--- src/rtl/uart_pkg.sv ---
// Shared UART constants and the drain FSM state encoding.
package uart_pkg;

    localparam int unsigned UART_DATA_W = 8;

    typedef enum logic [1:0] {
        IDLE  = 2'd0,
        ISSUE = 2'd1,
        HOLD  = 2'd2
    } drain_state_e;

endpackage

--- src/rtl/uart_fifo_mem.sv ---
// FIFO storage: DEPTH x DATA_W register array, synchronous write, asynchronous read.
//   clk    - system clock
//   we     - write enable
//   waddr  - write index
//   wdata  - write byte
//   raddr  - read index
//   rdata  - byte at raddr (combinational)
module uart_fifo_mem #(
    parameter int unsigned ADDR_W = 4,
    parameter int unsigned DATA_W = 8
) (
    input  logic              clk,
    input  logic              we,
    input  logic [ADDR_W-1:0] waddr,
    input  logic [DATA_W-1:0] wdata,
    input  logic [ADDR_W-1:0] raddr,
    output logic [DATA_W-1:0] rdata
);

    localparam int unsigned DEPTH = 1 << ADDR_W;

    logic [DATA_W-1:0] mem [DEPTH];

    // Contents are don't-care after reset, so the array carries no reset.
    always_ff @(posedge clk) begin
        if (we) begin
            mem[waddr] <= wdata;
        end
    end

    assign rdata = mem[raddr];

endmodule

--- src/rtl/uart_tx_feeder.sv ---
// Byte buffer between the UART receiver and transmitter. Absorbs received bytes
// while the transmitter is busy and drains them one at a time on its handshake.
//   clk, resetn   - clock, asynchronous active-low reset
//   wr_valid/data - byte strobe from the receiver
//   flush         - synchronous clear of buffered bytes
//   tx_busy       - transmitter busy
//   tx_enable     - one-cycle start strobe to the transmitter (registered)
//   tx_data       - byte presented to the transmitter (registered, held)
//   level/empty/full - fill status from the registered pointers
//   overflow      - sticky dropped-write flag, cleared by overflow_clr
module uart_tx_feeder
    import uart_pkg::*;
#(
    parameter int unsigned DEPTH_LOG2 = 4,
    parameter int unsigned DATA_W     = UART_DATA_W
) (
    input  logic                  clk,
    input  logic                  resetn,
    input  logic                  wr_valid,
    input  logic [DATA_W-1:0]     wr_data,
    input  logic                  flush,
    input  logic                  tx_busy,
    output logic                  tx_enable,
    output logic [DATA_W-1:0]     tx_data,
    output logic [DEPTH_LOG2:0]   level,
    output logic                  empty,
    output logic                  full,
    output logic                  overflow,
    input  logic                  overflow_clr
);

    localparam int unsigned PTR_W = DEPTH_LOG2 + 1;

    logic [PTR_W-1:0]  wr_ptr;
    logic [PTR_W-1:0]  rd_ptr;
    logic [DATA_W-1:0] rd_data;
    logic              wr_en;
    logic              pop;
    logic              ovf_set;
    drain_state_e      state;

    // Status from registered pointers; the extra MSB separates full from empty.
    assign level = wr_ptr - rd_ptr;
    assign empty = (wr_ptr == rd_ptr);
    assign full  = (wr_ptr[DEPTH_LOG2] != rd_ptr[DEPTH_LOG2]) &&
                   (wr_ptr[DEPTH_LOG2-1:0] == rd_ptr[DEPTH_LOG2-1:0]);

    // Flush beats both a same-cycle write (silently) and an IDLE pop.
    assign wr_en   = wr_valid && !full && !flush;
    assign ovf_set = wr_valid && full && !flush;
    assign pop     = (state == IDLE) && !empty && !tx_busy && !flush;

    uart_fifo_mem #(
        .ADDR_W (DEPTH_LOG2),
        .DATA_W (DATA_W)
    ) u_mem (
        .clk   (clk),
        .we    (wr_en),
        .waddr (wr_ptr[DEPTH_LOG2-1:0]),
        .wdata (wr_data),
        .raddr (rd_ptr[DEPTH_LOG2-1:0]),
        .rdata (rd_data)
    );

    // Pointers and sticky overflow; a set beats a same-cycle clear.
    always_ff @(posedge clk or negedge resetn) begin
        if (!resetn) begin
            wr_ptr   <= PTR_W'(0);
            rd_ptr   <= PTR_W'(0);
            overflow <= 1'b0;
        end else begin
            if (wr_en) begin
                wr_ptr <= wr_ptr + PTR_W'(1);
            end
            if (flush) begin
                rd_ptr <= wr_ptr;
            end else if (pop) begin
                rd_ptr <= rd_ptr + PTR_W'(1);
            end
            if (ovf_set) begin
                overflow <= 1'b1;
            end else if (overflow_clr) begin
                overflow <= 1'b0;
            end
        end
    end

    // Drain FSM: issue one byte, then a guard cycle covering the transmitter's
    // one-cycle lag in raising tx_busy.
    always_ff @(posedge clk or negedge resetn) begin
        if (!resetn) begin
            state     <= IDLE;
            tx_enable <= 1'b0;
            tx_data   <= DATA_W'(0);
        end else begin
            case (state)
                IDLE: begin
                    tx_enable <= 1'b0;
                    if (pop) begin
                        tx_enable <= 1'b1;
                        tx_data   <= rd_data;
                        state     <= ISSUE;
                    end
                end
                ISSUE: begin
                    tx_enable <= 1'b0;
                    state     <= HOLD;
                end
                HOLD: begin
                    tx_enable <= 1'b0;
                    state     <= IDLE;
                end
                default: begin
                    tx_enable <= 1'b0;
                    state     <= IDLE;
                end
            endcase
        end
    end

endmodule

--- config.mk ---
export PLATFORM = sky130hd
export DESIGN_NAME = uart_tx_feeder
export DESIGN_NICKNAME = d
export VERILOG_FILES = /design/src/rtl/uart_pkg.sv /design/src/rtl/uart_fifo_mem.sv /design/src/rtl/uart_tx_feeder.sv
export SDC_FILE = /design/constraint.sdc
export NUM_CORES = 1
export LEC_CHECK = 0
export CAP_MARGIN = 20
export CORE_MARGIN = 8
export CORE_UTILIZATION = 40
export DETAILED_ROUTE_END_ITERATION = 10
export MAX_ROUTING_LAYER = met4
export PLACE_DENSITY = 0.55
export SLEW_MARGIN = 20
export SYNTH_ARGS = -nofsm -noshare
export SYNTH_HDL_FRONTEND = slang
export SYNTH_SLANG_ARGS = --single-unit
--- constraint.sdc ---
create_clock -name clk -period 3.15 [get_ports clk]
set_clock_uncertainty 0.15 [all_clocks]
set_input_delay 0.63 -clock clk [delete_from_list [all_inputs] [get_ports clk]]
set_output_delay 0.63 -clock clk [all_outputs]
set_load 0.05 [all_outputs]
==> impl_results.md, run 1 <==
* Final hold violation count at 0
* Drt drc at 0
* Logic pwr share at 40.8%
* Worst hold path class: flop to flop
* # IOs at 31
* Layout cells sized above 1 at 20.47%
* Worst Max-Slew Pin Slew at 0.7432 ns
* Post-route ant nets at 0
* Syn_area_per_cell at 17.05 µm²
* FFs w/ async S/R, synth at 14.67%
* Initial antenna violation count at 0
* Reg clk slew, reported paths at 0.06 ns
* Commonest cells in the netlist: edfxtp_1 (128), mux2i_1 (33), dfrtp_1 (22), nor2_1 (22), nand2_1 (18)
* WP data required at 2.37 ns
* Synth top area cells: edfxtp_1 (63%), dfrtp_1 (9.0%), mux4_2 (5.9%)
* DR vias at 3209
* Vias/cell at 5.235
* Fin. max-slew vios at 0
* Worst Path Arrival at 2.23 ns
* Crit start category: flop
* Clk pwr share at 25.5%
* Post-CTS Hold Buffers at 0
* GRT Total Usage at 14.20%
* Mapped cell area at 6103 µm²
* Max Cap Viol at 0
* Period utilization at 95.68%
* Crit end category: output port
* # setup viols final at 0
* CTS tree: done
* Clock buffer depth at 2
* Initial drt markers at 246
* First-pass GRT wire length at 19.78 mm
* Nets at 436
* Setup_tns at 0 ns
* Post-DP HPWL at 8.135 mm
* Ys Warns at 0
* Sw frac at 35.52%
* Lkg Pwr at 2.556 nW
* Synth Flop Type: edfxtp_1
* Post-CTS setup-driven buffer insertion count at 0
* Mapped Cells at 358
* Routability cong. at 0.7995
* Cell variety after synth at 39
* Max-slew headroom at 50.27%
* Cell Rows at 45
* FF+latch count, synth at 150
* Initial core utilization at 40.60%
* H-tree depth at 4
* PD cells at 1019 nW/µm²
* Fmax at 331.8 MHz
* Die height at 139.5 µm
* Antenna fix cells at 0
* Number of synthesized flops with an enable pin at 128
* Overall routed net length at 12.61 mm
* Syn nets at 382
* GRT Residual Overflow at 0
* Max VDD drop at 0.7469 mV
* Port bufs at 30
* Net Switching at 2.665 mW
* CP Class: flop to output port
* Wire length per cell at 20.56 µm
* Status: completed
* Largest net degree at the start of global routing at 52
* Register area share after synthesis at 72.00%
* Total core area at 15030 µm²
* Seq pwr share at 33.7%
* P&R area growth vs syn at 20.54%
* Root buffer cell: clkbuf_16
* Top cell type's share of synthesized area at 62.98%
* Synth area leader: edfxtp_1
* CTS sink cnt at 150
* Clock Latency Late Sink at 0.42 ns
* Internal power at 4.836 mW
* RSZ-0062 raised after global routing: no
* Vias in the first global route at 3280
* Die X at 139.5 µm
* Critical Path Fanout Max at 5
* Total Die Area at 19470 µm²
* Count leader, synth: edfxtp_1
* Hold slack at 0.3073 ns
* Clock period minus final worst setup slack at 3.014 ns
* Router iterations before antenna repair at 4
* Num CTS Buffers at 17
[critical path, stage by stage, from the launching register on]
cell and delay, ns:
dfrtp_2 0.44, inv_2 0.10, ha_1 0.14, inv_1 0.06
fa_2 0.35, a21o_1 0.18, a21oi_2 0.14, xnor2_1 0.13
bufbuf_16 0.30
[cell families after synthesis]
family,after synthesis,share of synthesized area (%)
compound gates,49,5.453
xor+xnor,13,1.989
fa+ha+maj,10,2.173
buf+inv,25,2.214
flops,150,72.00
mux,50,11.50
simple gates,61,4.674
[cell type report]
class | count | area (µm²)
Clock buffer | 20 | 446.7
Clock inverter | 12 | 120.1
Fill cell | 1246 | 7676
Inverter | 9 | 33.78
Multi-Input combinational cell | 183 | 1580
Sequential cell | 150 | 4398
Tap cell | 188 | 235.2
Timing Repair Buffer | 51 | 543.0
[flip-flops by register name, summed over array words and instances (netlist names)]
register	cells
u_mem.mem	128
state	2
overflow	1
tx_enable	1
tx_data	8
wr_ptr	5
rd_ptr	5
[routing by layer]
metal / wire length [µm] / up-vias / track usage [%]
li1: - / 1507 / -
met1: 5614 / 1620 / 17.43
met2: 6328 / 69 / 22.41
met3: 508 / 13 / 4.104
met4: 154 / 0 / 4.333
met5: 0 / - / -
[layout by cell type, fill, tap and decap left out, types with 5 or more instances in the layout]
cell type        synthesis  final
a211oi_1                11     11
a31oi_1                  8      8
buf_12                   0      6
buf_4                    5     20
clkbuf_16                0     17
clkdlybuf4s50_1          0     24
clkinv_4                 0      5
dfrtp_1                 22     19
edfxtp_1               128    128
ha_1                     9      9
inv_1                    9      8
mux2i_1                 33     33
mux4_2                  16     16
nand2_1                 18     18
nor2_1                  22     22
nor3_1                   5      5
o21ai_0                  6      6
o22ai_1                 16     16
xnor2_1                  9      9
[power by group through the flow]
stage | Clock, mW | Sequential (mW) | Combinational [mW]
CTS | 1.96 | 2.52 | 3.02
global route | 2.04 | 2.55 | 3.27
detailed placement | 0 | 2.56 | 3.01
floorplan | 0 | 2.69 | 1.81
global placement | 0 | 2.55 | 3.01
finish | 1.92 | 2.53 | 3.06
[path summary, 6_finish.rpt]
path | from | end | slack [ns] | depth (start not counted)
hold / removal | state[1]$_DFFE_PN0P_ | state[1]$_DFFE_PN0P_ | 0.31 | 1
max in group asynchronous | resetn | rd_ptr[0]$_DFFE_PN0P_ | 2.16 | 2
setup / recovery | wr_ptr[0]$_DFFE_PN0P_ | level[4] | 0.14 | 8
hold reg to reg | state[1]$_DFFE_PN0P_ | state[1]$_DFFE_PN0P_ | 0.31 | 1
min in group asynchronous | resetn | overflow$_DFFE_PN0P_ | 0.43 | 2
setup reg to reg | rd_ptr[3]$_DFFE_PN0P_ | u_mem.mem[3][7]$_DFFE_PP_ | 0.45 | 7
[metrics by stage]
stage | power (mW) | instance area (µm²) | setup slack, ns | instances | utilization (%)
2_1_floorplan | 4.509 | 6103 | 0.003474 | 358 | -
3_3_place_gp | 5.560 | 6769 | 0.5035 | 581 | 45.03
3_5_place_dp | 5.573 | 6769 | 0.4537 | 581 | 45.03
4_1_cts | 7.501 | 7336 | 0.01488 | 613 | 48.80
5_1_grt | 7.866 | 7357 | 0.02387 | 613 | 48.94
6_report | 7.501 | 7357 | 0.1362 | 613 | 48.94
[timing repair]
action,CTS,global route
setup endpoints to repair,0,1
hold endpoints to repair,0,0
gates resized for setup,0,6
Power figures use the tool's default switching activity.
==> run 2, diff against run 1 <==
CTS_CLUSTER_DIAMETER = 80   (was default)
PLACE_DENSITY = 0.53   (was 0.55)
clock period = 2.9 ns   (was 3.15 ns; I/O delays follow)
==> run 2 against run 1 <==
Net effect: wire length is 1.8% higher; combinational power is 15% higher; sequential share of layout area is 0.65 points lower; total power is 11% higher; final cell count is 0.98% higher; hold slack better by 0.0017 ns; register-to-register slack worse by 0.13 ns; via count is 0.47% lower; utilization is 0.51 points higher; critical path depth stayed put; global-route usage is 0.28 points higher; largest cell class unchanged.
==> impl_results.md, run 2 (synthesis gave the netlist of run 1 again) <==
* Worst hold path class: flop to flop
* Initial drt markers at 248
* First-pass GRT wire length at 20.18 mm
* Max VDD drop at 0.7715 mV
* Critical Path Fanout Max at 2
* Fill cells at 1247
* Drt drc at 0
* Initial core utilization at 40.60%
* Layout cells sized above 1 at 23.20%
* P&R area growth vs syn at 21.79%
* Place WS at 0.2640 ns
* CTS sink cnt at 150
* WP data required at 2.17 ns
* DR vias at 3194
* Die height at 139.5 µm
* Worst Path Arrival at 2.14 ns
* Max FFs per register at 128
* Clock buffer depth at 2
* Status: completed
* Worst Max-Slew Pin Slew at 0.7234 ns
* Design Power at 8.310 mW
* Overall routed net length at 12.83 mm
* Port bufs at 30
* Post-CTS Hold Buffers at 0
* Non-Filler Instances at 619
* Die X at 139.5 µm
* Wire length per cell at 20.72 µm
* R2r worst-path depth at 6
* Reg-to-reg slack, setup at 0.32 ns
* Routability cong. at 0.7441
* Router iterations before antenna repair at 4
* Final hold violation count at 0
* Total core area at 15030 µm²
* Critical path origin: wr_ptr[0]$_DFFE_PN0P_
* # setup viols final at 0
* Max-slew headroom at 51.60%
* Clock Latency Late Sink at 0.41 ns
* GRT Total Usage at 14.48%
* Setup_tns at 0 ns
* # IOs at 31
* Fin. max-slew vios at 0
* Initial antenna violation count at 0
* Cell Rows at 45
* Post-route ant nets at 0
* Period utilization at 98.91%
* Vias in the first global route at 3475
* Crit end category: output port
* Commonest non-fill, non-tap cells in the layout: edfxtp_1 (128), mux2i_1 (33), buf_4 (26)
* Top reg by flops: u_mem.mem
* Lkg Pwr at 2.590 nW
* Internal power at 5.325 mW
* Logic pwr share at 42.4%
* Fmax at 348.6 MHz
* R2r endpoint: u_mem.mem[3][7]$_DFFE_PP_
* Top flop regs: u_mem.mem x128, tx_data x8
* CP endpoint: level[4]
* Antenna fix cells at 0
* Nets at 442
* PD cells at 1118 nW/µm²
* Num CTS Buffers at 17
* Worst r2r src: wr_ptr[1]$_DFFE_PN0P_
* GRT Residual Overflow at 0
* Crit start category: flop
* Worst Slack Setup Final at 0.03153 ns
* Largest net degree at the start of global routing at 52
* Clk pwr share at 25.2%
* H-tree depth at 4
* Root buffer cell: clkbuf_16
* Max Cap Viol at 0
* Total Die Area at 19470 µm²
* CP Class: flop to output port
* Placed Instances at 585
* Reg clk slew, reported paths at 0.06 ns
* Post-DP HPWL at 8.305 mm
* Commonest non-fill, non-tap cell in the layout: edfxtp_1
* CTS tree: done
* RSZ-0062 raised after global routing: yes
* Vias/cell at 5.160
* Seq pwr share at 32.4%
* Net Switching at 2.985 mW
* Clock period minus final worst setup slack at 2.868 ns
* Sw frac at 35.92%
run 2: changes by cell type in the layout (fill, tap and decap cells not counted), moves of 3 or more:
cell,previous run,this run
clkinvlp_4,2,5
buf_4,20,26
nor2_1,22,19
nor2_2,1,4
run 2: cell type report:
| class | count | area, µm² | area share, % |
|---|---|---|---|
| Multi-Input combinational cell | 183 | 1598 | 21.49 |
| Inverter | 9 | 33.78 | 0.4545 |
| Sequential cell | 150 | 4395 | 59.13 |
| Clock inverter | 15 | 147.6 | 1.986 |
| Tap cell | 188 | 235.2 | 3.164 |
| Timing Repair Buffer | 57 | 598.1 | 8.046 |
| Clock buffer | 17 | 425.4 | 5.723 |
run 2: worst min-delay path by stage:
stage	to	cells past startpoint	startpoint	slack, ns
3_3_place_gp	state[1]$_DFFE_PN0P_	1	state[1]$_DFFE_PN0P_	0.29
5_1_grt	state[1]$_DFFE_PN0P_	1	state[1]$_DFFE_PN0P_	0.33
3_5_place_dp	state[1]$_DFFE_PN0P_	1	state[1]$_DFFE_PN0P_	0.30
4_1_cts	state[1]$_DFFE_PN0P_	1	state[1]$_DFFE_PN0P_	0.31
2_1_floorplan	overflow$_DFFE_PN0P_	0	resetn	0.13
6_report	state[1]$_DFFE_PN0P_	1	state[1]$_DFFE_PN0P_	0.31
run 2: power by group through the flow:
stage                     sequential (mW)  clock [mW]  combinational [mW]
after detailed placement             2.74           0                3.43
after global routing                 2.72        2.23                3.75
after floorplan                      2.93           0                1.98
final                                2.69        2.10                3.52
after global placement               2.74           0                3.43
after CTS                            2.70        2.14                3.58
run 2: layer usage:
layer | vias to the layer above | global-route usage, % | wire, µm
li1 | 1523 | - | -
met1 | 1625 | 17.78 | 5947
met2 | 40 | 22.82 | 6300
met3 | 6 | 4.001 | 461
met4 | 0 | 4.737 | 118
met5 | - | - | 0
run 2: metrics by stage:
stage / utilization (%) / hold slack [ns] / cell area, µm²
global route: 49.45 / 0.3273 / 7433
CTS: 49.45 / 0.3128 / 7433
global placement: 45.41 / 0.2917 / 6827
finish: 49.45 / 0.3090 / 7433
floorplan: - / 0.1344 / 6121
detailed placement: 45.41 / 0.2977 / 6827
run 2: repair_timing:
item | 4_1_cts | 5_1_grt
buffers inserted | 2 | 0
hold endpoints to repair | 0 | 0
setup endpoints to repair | 1 | 1
pin swaps | 1 | 0
gates resized for setup | 4 | 1
run 2: worst max-delay path, stage by stage (launching register included):
cell and delay, ns:
dfrtp_1 0.39, inv_2 0.06, ha_1 0.15, inv_2 0.05, fa_2 0.34, a21o_1 0.17, a21oi_2 0.14, xnor2_1 0.13
bufbuf_16 0.30
==> run 3, diff against run 2 <==
CORE_MARGIN = default   (was 8)
CORE_UTILIZATION = 59   (was 40)
HOLD_SLACK_MARGIN = 0.15   (was default)
PLACE_DENSITY = 0.74   (was 0.53)
==> run 3 against run 2 <==
Net effect: the flow now finishes with violations (setup timing); final cell count down 9.0%; non-clock buffer count down 1; clock power up 2%; critical endpoint unchanged; largest power group unchanged.
==> impl_results.md, run 3 (synthesis gave the netlist of run 1 again) <==
* Cell Rows at 36
* Final hold violation count at 0
* Post-DP HPWL at 7.766 mm
* Total Die Area at 10760 µm²
* Max-slew headroom at 53.59%
* Lkg Pwr at 2.587 nW
* Overall routed net length at 12.45 mm
* Clock buffer depth at 2
* Max Cap Viol at 0
* # setup viols final at 1
* WP data required at 2.17 ns
* Clock period minus final worst setup slack at 2.978 ns
* Max stage delay on crit path at 0.40 ns
* Status: finished, violations left
* Critical Path Fanout Max at 2
* Root buffer cell: clkbuf_8
* Place WS at 0.2221 ns
* Crit end category: output port
* DR vias at 3359
* First-pass GRT wire length at 19.69 mm
* Total core area at 9910 µm²
* Worst hold path class: input port to asynchronous set/reset pin
* Wire length per cell at 22.12 µm
* Failing checks: setup timing
* Initial core utilization at 61.59%
* Max VDD drop at 1.099 mV
* RSZ-0062 raised after global routing: yes
* Initial antenna violation count at 0
* CP Class: flop to output port
* Setup_tns at -0.07831 ns
* Clock Latency Late Sink at 0.52 ns
* Routability cong. at 0.8584
* Fin. max-slew vios at 0
* Fill cells at 616
* Worst Path Arrival at 2.25 ns
* Largest net degree at the start of global routing at 52
* Router iterations before antenna repair at 5
* H-tree depth at 4
* # IOs at 31
* Commonest non-fill, non-tap cells in the layout: edfxtp_1 (128), mux2i_1 (33), buf_4 (26)
* CP max stage cell: dfrtp_1
* CTS tree: done
* Critical path origin: wr_ptr[0]$_DFFE_PN0P_
* Drt drc at 0
* Post-route ant nets at 0
* Num CTS Buffers at 17
* Worst Slack Setup Final at -0.07831 ns
* CTS sink cnt at 150
* Port bufs at 30
* Layout cells sized above 1 at 23.26%
* Reg clk slew, reported paths at 0.07 ns
* Hold slack at 0.2506 ns
* GRT Total Usage at 26.37%
* Max FFs per register at 128
* Worst r2r src: wr_ptr[1]$_DFFE_PN0P_
* Initial drt markers at 325
* Die X at 103.7 µm
* Cell family with most CP delay: adder cells
* Vias/cell at 5.966
* Crit start category: flop
* Nets at 441
* Die height at 103.7 µm
* Vias in the first global route at 3474
* CP cell instances: inv_2, ha_1, inv_2, fa_2, a21o_1, a21oi_2, xnor2_1, bufbuf_16
* Worst Max-Slew Pin Slew at 0.6940 ns
* Antenna fix cells at 0
* PD cells at 1135 nW/µm²
* Top reg by flops: u_mem.mem
* Crit-path most repeated cell: inv_2
* P&R area growth vs syn at 20.48%
* Commonest non-fill, non-tap cell in the layout: edfxtp_1
* GRT Residual Overflow at 0
* WP buf/inv at 3
* Top flop regs: u_mem.mem x128, tx_data x8
* Fmax at 335.8 MHz
* Period utilization at 102.7%
==> run 3: what timing repair did <==
item                       4_1_cts  5_1_grt
pin swaps                        1        1
setup endpoints to repair        3        2
buffers inserted                 2        3
resized for setup                6        0
hold buffers                     0        0
==> run 3: metal layers <==
| layer | wire [µm] | GRT usage [%] |
|---|---|---|
| met4 | 237 | 10.82 |
| met1 | 5161 | 34.95 |
| met3 | 804 | 5.223 |
| met2 | 6248 | 40.65 |
| met5 | 0 | - |
==> run 3: layout make-up <==
cell class | count | area, µm² | share of cell area (%)
clock inverter | 15 | 166.4 | 2.263
inverter | 9 | 33.78 | 0.4594
clock buffer | 17 | 414.1 | 5.632
timing repair buffer | 56 | 578.1 | 7.861
tap | 133 | 166.4 | 2.263
multi-input combinational | 183 | 1598 | 21.73
sequential | 150 | 4397 | 59.79
==> run 3: report_power, final <==
part	internal, mW	switching (mW)
clock	1.25	0.907
combinational	1.52	1.96
sequential	2.57	0.135
==> run 3: through the flow <==
stage	area, µm²	std cells	util [%]	total power, mW
3_3_place_gp	6715	526	67.77	5.997
6_report	7353	563	74.20	8.344
4_1_cts	7331	560	73.98	8.353
3_5_place_dp	6715	526	67.77	6.058
5_1_grt	7353	563	74.20	8.681
2_1_floorplan	6121	358	-	4.908
==> run 3: path summary, 6_finish.rpt <==
check	endpoint	depth (start not counted)	slack (ns)
setup / recovery	level[4]	8	-0.08
hold reg to reg	state[1]$_DFFE_PN0P_	1	0.31
min in group clk	state[1]$_DFFE_PN0P_	1	0.31
max in group asynchronous	rd_ptr[1]$_DFFE_PN0P_	2	1.75
hold / removal	tx_data[4]$_DFFE_PN0P_	1	0.25
setup reg to reg	u_mem.mem[7][0]$_DFFE_PP_	5	0.34
